===== src/rtl/fifo_access_arbiter_if.sv =====
// rtl/fifo_access_arbiter_if.sv - requester/FIFO-side bundle for fifo_access_arbiter
//
// Purpose : groups the write/read requester handshakes, the drain control and
//           the FIFO-facing strobes/status into one bundle.
// Ports   : req0/wdata0/gnt0, req1/wdata1/gnt1   write requesters
//           rd_req/rd_gnt                         read requester
//           drain/drain_done                      flush command and completion pulse
//           fifo_wdata/fifo_winc/fifo_rinc        registered FIFO strobes and data
//           count/full/empty                      occupancy status
// Modports: master = requester side, slave = arbiter side.

interface fifo_access_arbiter_if #(
    parameter int DATA_W = 8,
    parameter int CNT_W  = 4
);
    logic              req0;
    logic [DATA_W-1:0] wdata0;
    logic              gnt0;
    logic              req1;
    logic [DATA_W-1:0] wdata1;
    logic              gnt1;
    logic              rd_req;
    logic              rd_gnt;
    logic              drain;
    logic [DATA_W-1:0] fifo_wdata;
    logic              fifo_winc;
    logic              fifo_rinc;
    logic [CNT_W-1:0]  count;
    logic              full;
    logic              empty;
    logic              drain_done;

    modport master (
        output req0, wdata0, req1, wdata1, rd_req, drain,
        input  gnt0, gnt1, rd_gnt, fifo_wdata, fifo_winc, fifo_rinc,
               count, full, empty, drain_done
    );

    modport slave (
        input  req0, wdata0, req1, wdata1, rd_req, drain,
        output gnt0, gnt1, rd_gnt, fifo_wdata, fifo_winc, fifo_rinc,
               count, full, empty, drain_done
    );
endinterface


===== src/rtl/fifo_access_arbiter.sv =====
// rtl/fifo_access_arbiter.sv - round-robin write arbiter, read gate, occupancy tracker and drain sequencer
//
// Purpose : arbitrates two write requesters onto one FIFO write port, gates a
//           read requester, tracks occupancy (the FIFO has no flags) and runs
//           a flush sequence on command.
// Ports   : clk  - system clock, rising edge
//           rst  - synchronous reset, active low (0 = reset)
//           bus  - fifo_access_arbiter_if.slave (requesters, drain, FIFO strobes, status)

module fifo_access_arbiter #(
    parameter int DATA_W = 8,
    parameter int DEPTH  = 8,
    parameter int CNT_W  = 4
) (
    input  logic                  clk,
    input  logic                  rst,
    fifo_access_arbiter_if.slave  bus
);

    typedef enum logic [1:0] {
        RUN   = 2'd0,
        DRAIN = 2'd1,
        DONE  = 2'd2
    } state_t;

    localparam logic [CNT_W-1:0] DEPTH_C = CNT_W'(DEPTH);
    localparam logic [CNT_W-1:0] ONE_C   = CNT_W'(1);

    state_t            state_q;
    logic [CNT_W-1:0]  count_q, count_d;
    logic [DATA_W-1:0] fifo_wdata_q;
    logic              fifo_winc_q;
    logic              fifo_rinc_q;
    logic              drain_done_q;
    logic              last_wr_q;     // 1 = requester 1 won last, so requester 0 wins the next tie

    logic full_w, empty_w, run_w, wr_ok_w;
    logic gnt0_w, gnt1_w, rd_gnt_w;
    logic wr_acc_w, rd_acc_w;

    always_comb begin
        full_w  = (count_q == DEPTH_C);
        empty_w = (count_q == '0);
        // Grants are held off while reset is asserted so nothing is accepted
        // into a FIFO that is being cleared.
        run_w   = (state_q == RUN) && rst;
        wr_ok_w = run_w && !full_w;

        gnt0_w   = wr_ok_w && bus.req0 && (!bus.req1 ||  last_wr_q);
        gnt1_w   = wr_ok_w && bus.req1 && (!bus.req0 || !last_wr_q);
        rd_gnt_w = run_w && bus.rd_req && !empty_w;

        wr_acc_w = gnt0_w || gnt1_w;
        // During DRAIN the controller itself reads every cycle until empty.
        rd_acc_w = rd_gnt_w || ((state_q == DRAIN) && !empty_w);

        count_d = count_q;
        if (wr_acc_w && !rd_acc_w) begin
            count_d = count_q + ONE_C;
        end else if (rd_acc_w && !wr_acc_w) begin
            count_d = count_q - ONE_C;
        end
    end

    always_ff @(posedge clk) begin
        if (!rst) begin
            state_q      <= RUN;
            count_q      <= '0;
            fifo_wdata_q <= '0;
            fifo_winc_q  <= 1'b0;
            fifo_rinc_q  <= 1'b0;
            drain_done_q <= 1'b0;
            last_wr_q    <= 1'b1;
        end else begin
            count_q      <= count_d;
            fifo_winc_q  <= wr_acc_w;
            fifo_rinc_q  <= rd_acc_w;
            drain_done_q <= 1'b0;

            if (gnt0_w) begin
                fifo_wdata_q <= bus.wdata0;
                last_wr_q    <= 1'b0;
            end else if (gnt1_w) begin
                fifo_wdata_q <= bus.wdata1;
                last_wr_q    <= 1'b1;
            end

            case (state_q)
                RUN: begin
                    if (bus.drain) begin
                        state_q <= DRAIN;
                    end
                end
                DRAIN: begin
                    // Leave only once the registered count shows empty, so the
                    // last drain read has already been issued.
                    if (count_q == '0) begin
                        state_q      <= DONE;
                        drain_done_q <= 1'b1;
                    end
                end
                DONE: begin
                    state_q <= RUN;
                end
                default: begin
                    state_q <= RUN;
                end
            endcase
        end
    end

    assign bus.gnt0       = gnt0_w;
    assign bus.gnt1       = gnt1_w;
    assign bus.rd_gnt     = rd_gnt_w;
    assign bus.fifo_wdata = fifo_wdata_q;
    assign bus.fifo_winc  = fifo_winc_q;
    assign bus.fifo_rinc  = fifo_rinc_q;
    assign bus.count      = count_q;
    assign bus.full       = full_w;
    assign bus.empty      = empty_w;
    assign bus.drain_done = drain_done_q;

endmodule


===== src/flat_wrapper.sv =====
// flat-port wrapper written by rule: the top's interface ports become plain ports
module fifo_access_arbiter_flat 
#(
    parameter int DATA_W = 8,
    parameter int DEPTH  = 8,
    parameter int CNT_W  = 4
)
  (clk, rst, bus_req0, bus_wdata0, bus_req1, bus_wdata1, bus_rd_req, bus_drain, bus_gnt0, bus_gnt1, bus_rd_gnt, bus_fifo_wdata, bus_fifo_winc, bus_fifo_rinc, bus_count, bus_full, bus_empty, bus_drain_done);
  fifo_access_arbiter_if #(.DATA_W(DATA_W), .CNT_W(CNT_W)) bus_i ();
  input  logic clk;
  input  logic rst;
  input wire logic [$bits(bus_i.req0)-1:0] bus_req0;
  input wire logic [$bits(bus_i.wdata0)-1:0] bus_wdata0;
  input wire logic [$bits(bus_i.req1)-1:0] bus_req1;
  input wire logic [$bits(bus_i.wdata1)-1:0] bus_wdata1;
  input wire logic [$bits(bus_i.rd_req)-1:0] bus_rd_req;
  input wire logic [$bits(bus_i.drain)-1:0] bus_drain;
  output wire logic [$bits(bus_i.gnt0)-1:0] bus_gnt0;
  output wire logic [$bits(bus_i.gnt1)-1:0] bus_gnt1;
  output wire logic [$bits(bus_i.rd_gnt)-1:0] bus_rd_gnt;
  output wire logic [$bits(bus_i.fifo_wdata)-1:0] bus_fifo_wdata;
  output wire logic [$bits(bus_i.fifo_winc)-1:0] bus_fifo_winc;
  output wire logic [$bits(bus_i.fifo_rinc)-1:0] bus_fifo_rinc;
  output wire logic [$bits(bus_i.count)-1:0] bus_count;
  output wire logic [$bits(bus_i.full)-1:0] bus_full;
  output wire logic [$bits(bus_i.empty)-1:0] bus_empty;
  output wire logic [$bits(bus_i.drain_done)-1:0] bus_drain_done;
  assign bus_i.req0 = bus_req0;
  assign bus_i.wdata0 = bus_wdata0;
  assign bus_i.req1 = bus_req1;
  assign bus_i.wdata1 = bus_wdata1;
  assign bus_i.rd_req = bus_rd_req;
  assign bus_i.drain = bus_drain;
  assign bus_gnt0 = bus_i.gnt0;
  assign bus_gnt1 = bus_i.gnt1;
  assign bus_rd_gnt = bus_i.rd_gnt;
  assign bus_fifo_wdata = bus_i.fifo_wdata;
  assign bus_fifo_winc = bus_i.fifo_winc;
  assign bus_fifo_rinc = bus_i.fifo_rinc;
  assign bus_count = bus_i.count;
  assign bus_full = bus_i.full;
  assign bus_empty = bus_i.empty;
  assign bus_drain_done = bus_i.drain_done;
  fifo_access_arbiter #(.DATA_W(DATA_W), .DEPTH(DEPTH), .CNT_W(CNT_W)) u_core (.clk(clk), .rst(rst), .bus(bus_i));
endmodule

===== config.mk =====
export PLATFORM = sky130hd
export DESIGN_NAME = fifo_access_arbiter_flat
export DESIGN_NICKNAME = d
export VERILOG_FILES = /design/src/rtl/fifo_access_arbiter_if.sv /design/src/rtl/fifo_access_arbiter.sv /design/src/flat_wrapper.sv
export SDC_FILE = /design/constraint.sdc
export NUM_CORES = 1
export LEC_CHECK = 0
export ABC_AREA = 0
export CAP_MARGIN = 25
export CORE_MARGIN = 3
export CORE_UTILIZATION = 43
export DETAILED_ROUTE_END_ITERATION = 10
export PLACE_DENSITY_LB_ADDON = 0.3
export SKIP_LAST_GASP = 1
export SYNTH_ARGS = -nofsm -noshare
export SYNTH_HDL_FRONTEND = slang
export SYNTH_SLANG_ARGS = --single-unit

===== constraint.sdc =====
create_clock -name clk -period 5.1 [get_ports clk]
set_input_delay 1.02 -clock clk [delete_from_list [all_inputs] [get_ports clk]]
set_output_delay 1.02 -clock clk [all_outputs]
set_load 0.01 [all_outputs]

==> flow_metrics.py <==
metrics = {
    "final_layout": {
        "multi_input_area_um2": 503,
        "fillers": 159,
        "area_delta_synth_final_pct": 50.0,
        "ff_latch_area_um2": 360,
        "final_cell_mix": "clkdlybuf4s50_1, dfxtp_1, nor2_1",
        "mostFrequentLayoutCell": "clkdlybuf4s50_1",
        "final_cells": 162,
        "design_area_um2": 1370,
        "layout-drive-gt1-share": 0.0889,
        "final_nets": 162,
        "antenna_cells": 0,
    },
    "worst_setup_path": {
        "crit_path_max_fanout": 8,
        "rr_startpoint": "u_core.bus.count[0]",
        "cpPeakStageDelay_ps": 590,
        "critPathLaunchType": "primary input",
        "cp_common_cell": "clkdlybuf4s50_1",
        "cp.required_ps": 4080,
        "rr_worst_depth": 9,
        "slowest_stage": "clkdlybuf4s50_1",
        "r2r_setup_slack_ps": 2220,
        "r2r-end": "u_core.bus.count[3]",
        "cp.arrival_ps": 2920,
        "cp_cell_sequence": "clkdlybuf4s50_1, nand2b_1, nor3_1, nand2_1, a21oi_1, clkdlybuf4s50_1",
        "worstSetupEndpointType": "output port",
        "crit_type": "primary input to output port",
    },
    "die": {
        "rows": 16,
        "start_util": 0.461,
        "die_x_um": 52.1,
        "core_area_um2": 1980,
        "io_pins": 42,
        "die_h_um": 52.1,
        "dieArea_um2": 2710,
    },
    "synth": {
        "avgSynthCellArea_um2": 9.72,
        "yosys-top-cells-area": "dfxtp_1, mux2i_1, a211oi_1, nor2_1, ha_1",
        "netlist_area_um2": 913,
        "synth_top_area_frac": 0.395,
        "syn_inst": 94,
        "syn_nets": 120,
        "ys_seq_area_frac": 0.395,
        "synth_top_area_cell": "dfxtp_1",
        "synth-seq-cells": 18,
        "yosys_warnings": 0,
        "synth_cell_types": 29,
    },
    "worst_hold_path": {
        "min_from": "u_core.bus.fifo_wdata[4]",
        "holdPathStages": 2,
        "whs_endpoint": "u_core.bus.fifo_wdata[4]",
        "worst_hold_path_type": "register to register",
    },
    "global_route": {
        "antenna_found_initial": 0,
        "grt_usage": 0.175,
        "met1_usage": 0.210,
        "grt-busiest-layer": "met2",
        "grt_pass1_vias": 802,
        "grt_max_degree": 18,
        "grtUsageMet3": 0.0430,
        "grt_pass1_wl_um": 3510,
        "met2_usage": 0.291,
        "grt-ovfl-total": 0,
    },
    "timing": {
        "rsz0062_at_grt": "false",
        "slew_headroom": 0.388,
        "tns_ps": 0,
        "tightest_slew_ps": 909,
        "skew_ps": 13.2,
        "maxSlewViolCount": 0,
        "setup_violations": 0,
        "hold_violations": 0,
        "period_share": 0.772,
        "max_freq_mhz": 254,
        "min_period_ps": 3940,
        "hold_slack_ps": 509,
    },
    "placement": {
        "placed_area_um2": 1330,
        "hpwl_um": 1660,
        "place_inst": 158,
        "gp_congestion": 0.704,
        "numPortBuffers": 41,
    },
    "clock_network": {
        "cts_hold_buf": 0,
        "clock_latency_ps": 300,
        "cts_resized": 0,
        "numCtsBuffers": 3,
        "clkSinkCount": 18,
        "clkSlewWorstSetupHoldPaths_ps": 110,
        "post_cts_buffers": 0,
        "htreeDepth": 1,
        "cts_root_buffer": "clkbuf_4",
        "clockBufferDepth": 2,
        "tritoncts": "yes",
    },
    "power": {
        "p_per_area_nw_per_um2": 435,
        "seqPwrFrac": 0.355,
        "leakage_nw": 0.540,
        "power_frac_comb": 0.496,
        "p_int_mw": 0.379,
        "p_total_mw": 0.597,
        "power_frac_clock": 0.150,
        "ir_worst_vdd_mv": 0.277,
        "p_sw_frac": 0.365,
        "p_sw_mw": 0.218,
    },
    "drt": {
        "vias": 864,
        "ant_nets": 0,
        "dr.pass1.iters": 4,
        "drt_iter0_drc": 12,
        "wl_per_cell_um": 13.5,
        "viasPerCell": 5.33,
        "drcViolationCount": 0,
        "wl_um": 2190,
    },
    "status": {
        "outcome": "finished, final reports clean",
    },
    "job": {
        "maxCapViolCount": 0,
    },
}
critical path, delay by kind of cell:
kind	cells	cell delay, ps
buf+inv	2	1140
compound gates	1	120
simple gates	3	630
flip-flops by register name, indices dropped and copies added (netlist names):
register and cells:
u_core.bus.count 4, u_core.bus.drain_done 1, u_core.last_wr_q 1, u_core.bus.fifo_winc 1, u_core.state_q 2, u_core.bus.fifo_wdata 8, u_core.bus.fifo_rinc 1
through the flow:
step | utilization | setup slack (ps)
6_report | 0.691 | 1160
3_3_place_gp | 0.673 | 1270
5_1_grt | 0.691 | 980
4_1_cts | 0.691 | 1190
3_5_place_dp | 0.673 | 1200
2_1_floorplan | - | 2110
worst max-delay path by stage:
stage                     from                  end  slack [ps]  depth (start not counted)
after detailed placement   rst             bus_gnt1        1200                          6
final                      rst             bus_gnt1        1160                          6
after global routing       rst             bus_gnt1         980                          6
after global placement     rst             bus_gnt1        1270                          6
after floorplan            rst  u_core.bus.count[3]        2110                         11
after CTS                  rst             bus_gnt1        1190                          6
logic make-up (layout without fill, tap and decap cells):
family                   Yosys count  after routing  share of synthesized area
adder cells (fa/ha/maj)            4              4                     0.0630
AO/OA/AOI/OAI                     18             18                      0.133
XOR/XNOR                           2              2                     0.0192
AND/OR/NAND/NOR                   33             33                      0.226
buffers and inverters              9             50                     0.0548
multiplexers                      10             10                      0.110
flip-flops                        18             18                      0.395
synth_stat cells (all sizes together):
cell type	count
dfxtp	18
nor2	16
a211oi	10
mux2i	10
a21oi	5
clkbuf	4
nor4	4
ha	3
inv	3
and4b	2
buf	2
nand2	2
nor3	2
nor4b	2
o21ai	2
a31oi	1
and3	1
fa	1
nand2b	1
nand3	1
or2b	1
or3	1
xnor2	1
xor2	1
routing by layer:
| metal | wire length, um | vias to the layer above | part of all wire |
|---|---|---|---|
| met4 | 24 | 0 | 0.011 |
| li1 | - | 426 | - |
| met1 | 915 | 400 | 0.42 |
| met3 | 167 | 4 | 0.076 |
| met2 | 1080 | 34 | 0.49 |
| met5 | 0 | - | 0 |
cell type report:
type	count	area share
clock buffer	4	0.0265
inverter	3	0.00822
multi-input combinational	67	0.367
sequential	18	0.263
tap	27	0.0247
timing repair buffer	43	0.311
power groups by stage:
stage | logic [mW] | clock network, mW | registers, mW
after floorplan | 0.162 | 0 | 0.221
after global placement | 0.283 | 0 | 0.213
after detailed placement | 0.294 | 0 | 0.215
after CTS | 0.297 | 0.0896 | 0.212
after global routing | 0.321 | 0.0952 | 0.217
final | 0.296 | 0.0893 | 0.212
No activity file was read; power rests on OpenSTA's default activity.
